--- config.mk ---
export PLATFORM = sky130hd
export DESIGN_NAME = step_down_counter
export DESIGN_NICKNAME = d
export VERILOG_FILES = /design/src/rtl/step_down_counter_pkg.sv /design/src/rtl/step_down_counter.sv
export SDC_FILE = /design/constraint.sdc
export NUM_CORES = 1
export LEC_CHECK = 0
export CORE_AREA = 2 2 39 41
export DETAILED_ROUTE_END_ITERATION = 16
export DIE_AREA = 0 0 41 43
export GPL_ROUTABILITY_DRIVEN = 0
export GPL_TIMING_DRIVEN = 0
export PLACE_DENSITY_LB_ADDON = 0.2
export SYNTH_ARGS = -nofsm -noshare
export SYNTH_HDL_FRONTEND = slang
export SYNTH_SLANG_ARGS = --single-unit
--- constraint.sdc ---
create_clock -name clk -period 1.2 [get_ports clk]
set_clock_uncertainty 0.05 [all_clocks]
set_input_delay 0.36 -clock clk [delete_from_list [all_inputs] [get_ports clk]]
set_output_delay 0.36 -clock clk [all_outputs]
set_load 0.01 [all_outputs]
--- src/rtl/step_down_counter_pkg.sv ---
// Shared constants for the step-down counter: FSM state encoding.
package step_down_counter_pkg;

  // Explicit codes; 2'b11 is unused and recovers to IDLE.
  typedef enum logic [1:0] {
    IDLE = 2'b00,
    RUN  = 2'b01,
    DONE = 2'b10
  } state_t;

endpackage

--- src/rtl/step_down_counter.sv ---
// Loadable down-counter with terminal-count pulse.
//
//   state | meaning
//   ------+-----------------------------------------------------
//   IDLE  | waiting for a load; c_down ignored, out holds
//   RUN   | counting down on c_down, stalls while c_down=0
//   DONE  | one-cycle terminal-count pulse, then back to IDLE
//
// A load always wins over c_down. A zero load goes straight to DONE so
// that every load produces exactly one done pulse.
module step_down_counter
  import step_down_counter_pkg::*;
#(
  parameter int W = 4
) (
  input  logic         clk,
  input  logic         rst_b,
  input  logic         ld,
  input  logic [W-1:0] ld_val,
  input  logic         c_down,
  output logic [W-1:0] out,
  output logic         zero,
  output logic         busy,
  output logic         done
);

  state_t         state_q;
  state_t         state_d;
  logic [W-1:0]   cnt_d;

  // State and count registers; async reset aborts any count in progress.
  always_ff @(posedge clk or negedge rst_b) begin
    if (!rst_b) begin
      state_q <= IDLE;
      out     <= '0;
    end else begin
      state_q <= state_d;
      out     <= cnt_d;
    end
  end

  // Next state and next count.
  always_comb begin
    state_d = IDLE;
    cnt_d   = out;
    if (ld) begin
      cnt_d   = ld_val;
      state_d = (ld_val == '0) ? DONE : RUN;
    end else begin
      case (state_q)
        IDLE: state_d = IDLE;
        RUN: begin
          if (c_down) begin
            // out <= 1 in RUN terminates; the <=1 guard also keeps a
            // corrupted zero from wrapping to all-ones.
            if (out > W'(1)) begin
              cnt_d   = out - W'(1);
              state_d = RUN;
            end else begin
              cnt_d   = '0;
              state_d = DONE;
            end
          end else begin
            state_d = RUN;
          end
        end
        DONE:    state_d = IDLE;
        default: state_d = IDLE;
      endcase
    end
  end

  // Moore outputs decoded from registered state and count only.
  always_comb begin
    zero = (out == '0);
    busy = (state_q == RUN);
    done = (state_q == DONE);
  end

endmodule
=== After elaboration in Yosys (flattened, before gate mapping) ===
Cells that the tools add are included.

* Order comparisons: 1
* Reductions and logical operators: 5
* Equal/unequal tests: 2
* Add/subtract/negate cells: 1
* Multiplexer cells: 9

{| class="wikitable"
|+ Operators by type and width
! cell !! count
|-
| 2-to-1 mux 4 bit || 4
|-
| 2-to-1 mux 2 bit || 5
|-
| zero test 4 bit || 2
|-
| > comparator 4 x 1 -> 1 bit (second input constant) || 1
|-
| nonzero test 2 bit || 2
|-
| subtractor 4 x 1 -> 4 bit (second input constant) || 1
|-
| equality test 2 x 1 -> 1 bit (second input constant) || 1
|-
| equality test 2 bit (second input constant) || 1
|-
| AND reduction 2 bit || 1
|}

* Output and inout bits: 7
* Flip-flop bits (word level): 6
* Bits of input ports: 8

=== Logic depth before layout (Yosys ltp) ===
Gate-level depths: netlist of run 1.

* Depth after elaboration: 5
* Gate-level depth with buffers: 5
* Mapped depth without buffers: 5

=== Worst setup path before layout of run 1 ===
No wires, ideal clock.

* Path kind: register to output
* Start: register out[0]
* End: output port zero
* Path buffers: 0
* Data arrival time: 0.984 ns
* Cell stages (with the launch flop): 4
* Path slack: -0.194 ns
* Data required time: 0.790 ns
* Cell sequence: dfrtp_1 -> inv_1 -> ha_1 -> nor3b_1

* Word-level cells in the longest chain between the ends: 1

{| class="wikitable"
|+ Ends and longest elaborated chain
! element !! line !! source
|-
| from (decl) || step_down_counter.sv:21 || <nowiki>output logic [W-1:0] out,</nowiki>
|-
| from (signal assigned) || step_down_counter.sv:38 || <nowiki>out <= cnt_d;</nowiki>
|-
| zero test 4 bit || step_down_counter.sv:75 || <nowiki>zero = (out == '0);</nowiki>
|-
| to (decl) || step_down_counter.sv:22 || <nowiki>output logic zero,</nowiki>
|}

Every way passes these cells.

=== Worst setup path after layout of run 1 ===
* Start: register out[1]
* End: output port zero

Same word-level chain as after synthesis.

==> results.sh, run 1 <==
export IMPL_grt_pass1_wl_mm=1.73
export IMPL_synth_top_area_share_pct=36.4
export IMPL_syn_to_final_growth_pct=72.1
export IMPL_clk_pin_slew_ps=50
export IMPL_critPathArrivalTime_ps=1140
export IMPL_die_w_microns=41
export IMPL_hold_class="in -> async"
export IMPL_synth_most_common_cell="dfrtp_1"
export IMPL_synth_cells=43
export IMPL_dpl_hpwl_microns=704
export IMPL_slew_violations=0
export IMPL_worstSkewPairLatency_ps=250
export IMPL_cts_buffers=3
export IMPL_finalWorstSetupSlack_ps=-352
export IMPL_setup_tns_ps=-2050
export IMPL_setup_viol=11
export IMPL_cts_sinks=6
export IMPL_io_buffers=14
export IMPL_avgSynthCellArea_sq_um=9.60
export IMPL_wl_met3_microns=68
export IMPL_ys_warn_count=0
export IMPL_dpl_worst_slack_ps=-553
export IMPL_n_antenna_cell=0
export IMPL_yosysSeqAreaShare_pct=36.4
export IMPL_syn_nets=54
export IMPL_min_period_ps=1550
export IMPL_yosysUniqueCellTypes=25
export IMPL_max_slew_worst_pin_slew_ps=319
export IMPL_grt_use_total_pct=15.1
export IMPL_core_sq_um=1380
export IMPL_ys_async_sr_fraction_pct=100
export IMPL_layout_drive_gt1_share_pct=47.8
export IMPL_max_freq_ghz=0.644
export IMPL_ir_worst_vdd_mv=0.826
export IMPL_synth_area_sq_um=413
export IMPL_drc=0
export IMPL_rsz0062_at_grt="yes"
export IMPL_end_kind="output pin"
export IMPL_htreeDepth=1
export IMPL_outcome="complete, but fails checks"
export IMPL_finalCritPeriodShare_pct=129
export IMPL_crit_fanout=2
export IMPL_synth_top_cells_by_count="dfrtp_1 (6), inv_1 (5), a21oi_1 (3), ha_1 (3), o311ai_0 (3)"
export IMPL_vias_per_cell=5.13
export IMPL_reg2reg_from="out[1]"
export IMPL_grt_start_max_net_pins=11
export IMPL_criticalPathCategory="reg -> out"
export IMPL_violations="negative setup slack"
export IMPL_io_pins=15
export IMPL_ant_nets=0
export IMPL_num_rows=14
export IMPL_final_hold_violation_count=0
export IMPL_cts_tree="yes"
export IMPL_grt_pass1_vias=392
export IMPL_post_route_util_pct=51.4
export IMPL_highest_layer="met4"
export IMPL_startpoint="out[1]"
export IMPL_drv_cap=0
export IMPL_start_util_pct=29.8
export IMPL_dr_wl_met2_microns=591
export IMPL_antenna_found_initial=0
export IMPL_totalWireLength_mm=1.13
export IMPL_power_density_nw_per_um2=1080
export IMPL_relSlewSlack_pct=78.4
export IMPL_die_y_microns=43
export IMPL_num_vias=436
export IMPL_drt_met1_wl_microns=463
export IMPL_clock_path_buffers=2
export IMPL_synth_area_leaders="dfrtp_1 (36%), ha_1 (9.1%), o311ai_0 (6.4%), inv_1 (4.5%), a2bb2oi_1 (4.2%)"
export IMPL_drt_wirelength_per_cell_microns=13.3
export IMPL_synth_edf_count=0
export IMPL_die_area_sq_um=1760
export IMPL_cts_root_buffer="clkbuf_4"
export IMPL_synth_top_cell_by_area="dfrtp_1"
export IMPL_worstPathRequired_ps=790
export IMPL_nets=81
export IMPL_drt_iter0_markers=2
export IMPL_ys_flop_type="dfrtp_1"
export IMPL_dr_pass1_iters=3
export IMPL_ys_ff_latch=6
export IMPL_p_leak_nw=0.306
export IMPL_startpoint_type="flip-flop"
export IMPL_grt_overflow_total=0
[final timing paths]
check                              to  slack, ps  depth (start not counted)
min reg2reg                    out[0]        670                          4
max in group asynchronous      out[0]        590                          1
max                              zero       -350                          4
min                            out[3]        290                          1
max reg2reg                    out[3]       -260                          5
min in group clk           state_q[0]        600                          4
[area by class of cell]
type	instances	area, sq um
Fill cell	139	673
Multi-Input combinational cell	30	290
Timing Repair Buffer	22	180
Sequential cell	6	153
Clock buffer	4	26.3
Buffer	2	22.5
Tap cell	16	20.0
Inverter	5	18.8
[where the power goes]
group	internal (W)	switching [W]	leakage (nW)
Sequential	0.000226	0.0000152	0.0668
Clock	0.000126	0.0000755	0.0150
Combinational	0.000169	0.000155	0.224
Total	0.000521	0.000246	0.306
[sequential cells by signal, indices dropped and copies added (netlist names)]
register,flops
state_q,2
out,4
[layout by cell type (no fill, tap or decap), types with 2 or more instances in the layout]
cell type and count:
nor4_2 2, dfrtp_1 4, buf_2 5, clkdlybuf4s50_1 6, buf_6 5, clkbuf_4 3, inv_2 2, inv_1 3
dfrtp_2 2, a21oi_1 3, o311ai_1 3, buf_4 7, ha_4 2
[critical path, cell delays in order, from the launching register on]
cell,delay (ps)
dfrtp_2,410
inv_2,60
ha_1,130
nor3b_4,150
buf_2,140
[cells by family after synthesis]
kind of cell / count (synthesis) / share of synthesized area [%]
AO/OA/AOI/OAI: 14 / 25.2
flip-flops: 6 / 36.4
buffers and inverters: 7 / 8.48
adder cells (fa/ha/maj): 3 / 9.09
AND/OR/NAND/NOR: 13 / 20.9
[layer usage]
metal / vias up / global-route usage [%]
met5: - / 0
met4: 0 / 4.00
met3: 3 / 7.85
met2: 15 / 22.8
met1: 205 / 18.0
li1: 213 / -
[metrics by stage]
step	instance area, sq um	power [W]	hold slack [ps]	cells
5_1_grt	711	0.000825	300	85
4_1_cts	691	0.000760	286	84
3_5_place_dp	602	0.000494	558	73
2_1_floorplan	442	0.000392	14.4	43
3_3_place_gp	602	0.000496	560	73
6_report	711	0.000766	288	85
[what timing repair did]
action                                  in CTS  in global routing
resized for setup                           37                  2
gates cloned                                 0                  0
hold buffers                                 0                  0
endpoints found under the hold margin        0                  0
endpoints found under the setup margin      13                 13
buffers inserted                             7                  2
pin swaps                                    7                  1
Power figures use the tool's default switching activity.
==> inputs of run 2 (changes only) <==
Settings changed: HOLD_SLACK_MARGIN from default to 0.1.
==> results of run 2 <==
No change in the layout: final DEF, timing and power equal those of run 1.
==> inputs of run 3 (changes only) <==
Settings changed: REMOVE_ABC_BUFFERS from default to 1.
==> results.sh, run 3 (same netlist as run 1, synthesis figures left out) <==
export IMPL_nFillCells=135
export IMPL_power_frac_clock_pct=23.1
export IMPL_grt_start_max_net_pins=11
export IMPL_worstPathRequired_ps=790
export IMPL_startpoint="out[2]"
export IMPL_critPathMaxStageDelay_ps=410
export IMPL_violations="negative setup slack"
export IMPL_largest_reg_flops=4
export IMPL_final_hold_violation_count=0
export IMPL_crit_cells=3
export IMPL_power_density_nw_per_um2=1030
export IMPL_rrSetupSlack_ps=-290
export IMPL_relSlewSlack_pct=77.0
export IMPL_slew_violations=0
export IMPL_dpl_hpwl_microns=714
export IMPL_hold_class="in -> async"
export IMPL_cp_top_family="flip-flops"
export IMPL_die_w_microns=41
export IMPL_finalWorstSetupSlack_ps=-317
export IMPL_max_slew_worst_pin_slew_ps=341
export IMPL_worstRegToRegCells=5
export IMPL_cts_root_buffer="clkbuf_4"
export IMPL_n_antenna_cell=0
export IMPL_cts_tree="yes"
export IMPL_slowest_stage="dfrtp_2"
export IMPL_ant_nets=0
export IMPL_regMostFlops="out"
export IMPL_crit_chain="buf_4 -> nor3b_2 -> buf_2"
export IMPL_mostFrequentLayoutCell="buf_4"
export IMPL_io_buffers=14
export IMPL_drt_wirelength_per_cell_microns=13.6
export IMPL_crit_fanout=10
export IMPL_num_vias=441
export IMPL_drc=0
export IMPL_reg2reg_from="out[3]"
export IMPL_vias_per_cell=5.19
export IMPL_seqPwrFrac_pct=32.8
export IMPL_totalWireLength_mm=1.16
export IMPL_core_sq_um=1380
export IMPL_nets=82
export IMPL_most_common_layout_cells="buf_4 (10), clkdlybuf4s50_1 (6), buf_6 (5)"
export IMPL_crit_end="zero"
export IMPL_die_y_microns=43
export IMPL_die_area_sq_um=1760
export IMPL_num_rows=14
export IMPL_switching_power_w=0.000231
export IMPL_p_int_w=0.000516
export IMPL_r2r_end="out[3]"
export IMPL_grt_use_total_pct=14.9
export IMPL_clock_path_buffers=2
export IMPL_comb_power_share_pct=44.1
export IMPL_htreeDepth=1
export IMPL_startpoint_type="flip-flop"
export IMPL_setup_viol=11
export IMPL_grt_overflow_total=0
export IMPL_grt_pass1_wl_mm=1.72
export IMPL_critPathBufInv=2
export IMPL_finalCritPeriodShare_pct=126
export IMPL_max_freq_ghz=0.659
export IMPL_syn_to_final_growth_pct=75.2
export IMPL_worstSkewPairLatency_ps=230
export IMPL_ir_worst_vdd_mv=0.493
export IMPL_io_pins=15
export IMPL_min_period_ps=1520
export IMPL_dr_pass1_iters=4
export IMPL_switching_share_pct=30.9
export IMPL_worst_hold_slack_ps=307
export IMPL_drv_cap=0
export IMPL_end_kind="output pin"
export IMPL_top_regs="out: 4 flops, state_q: 2 flops"
export IMPL_rsz0062_at_grt="yes"
export IMPL_cts_buffers=3
export IMPL_dpl_worst_slack_ps=-633
export IMPL_start_util_pct=29.8
export IMPL_p_leak_nw=0.305
export IMPL_drt_iter0_markers=10
export IMPL_antenna_found_initial=0
export IMPL_cts_sinks=6
export IMPL_outcome="complete, but fails checks"
export IMPL_clk_pin_slew_ps=40
export IMPL_grt_pass1_vias=416
export IMPL_critPathArrivalTime_ps=1110
export IMPL_layout_drive_gt1_share_pct=49.3
export IMPL_criticalPathCategory="reg -> out"
[run 3: layout make-up]
| type | instances | area, sq um | share of cell area (%) |
|---|---|---|---|
| Clock buffer | 3 | 22.5 | 3.11 |
| Inverter | 5 | 18.8 | 2.60 |
| Multi-Input combinational cell | 30 | 293 | 40.5 |
| Sequential cell | 6 | 154 | 21.3 |
| Tap cell | 16 | 20.0 | 2.77 |
| Timing Repair Buffer | 25 | 215 | 29.8 |
[run 3: layer usage]
metal  up-vias  share of wire, %  global-route usage [%]
li1        214                 -                       -
met1       211                41                    17.5
met2        12                52                    22.2
met3         4               4.7                    3.14
met4         0               2.5                    11.3
met5         -                 0                       0
[run 3: worst min-delay path by stage]
| stage | startpoint | to | slack, ps | cells past startpoint |
|---|---|---|---|---|
| 6_report | rst_b | out[1] | 310 | 1 |
| 5_1_grt | rst_b | out[1] | 320 | 1 |
| 4_1_cts | rst_b | state_q[1] | 300 | 1 |
| 3_5_place_dp | rst_b | out[0] | 560 | 1 |
| 3_3_place_gp | rst_b | out[2] | 560 | 1 |
| 2_1_floorplan | rst_b | out[0] | 10 | 0 |
[run 3: metrics by stage]
step	std cells	total power [W]	utilization, %	TNS, ps	area (sq um)
after detailed placement	71	0.000450	40.2	-4620	557
after CTS	83	0.000718	48.9	-1890	677
after global placement	71	0.000450	40.2	-4570	557
final	85	0.000747	52.3	-2160	723
after floorplan	41	0.000348	-	-955	397
after global routing	85	0.000799	52.3	-2750	723
[run 3: power groups by stage]
stage,Sequential [W],Clock (W),Combinational (W)
finish,0.000245,0.000172,0.000330
global route,0.000246,0.000195,0.000358
CTS,0.000242,0.000185,0.000291
detailed placement,0.000263,0,0.000187
global placement,0.000262,0,0.000188
floorplan,0.000261,0,0.0000868
[run 3: what timing repair did]
item                       4_1_cts  5_1_grt
cloned                           0        0
setup endpoints to repair       13       13
hold buffers                     0        0
setup buffers                    9        2
resized for setup               45        5
pin swaps                        2        0
[run 3: worst reg2reg max path, delay by kind of cell, from the launching register on]
family          cells  cell delay [ps]
simple gates        1              240
buf+inv             2              300
flops               1              410
compound gates      2              400
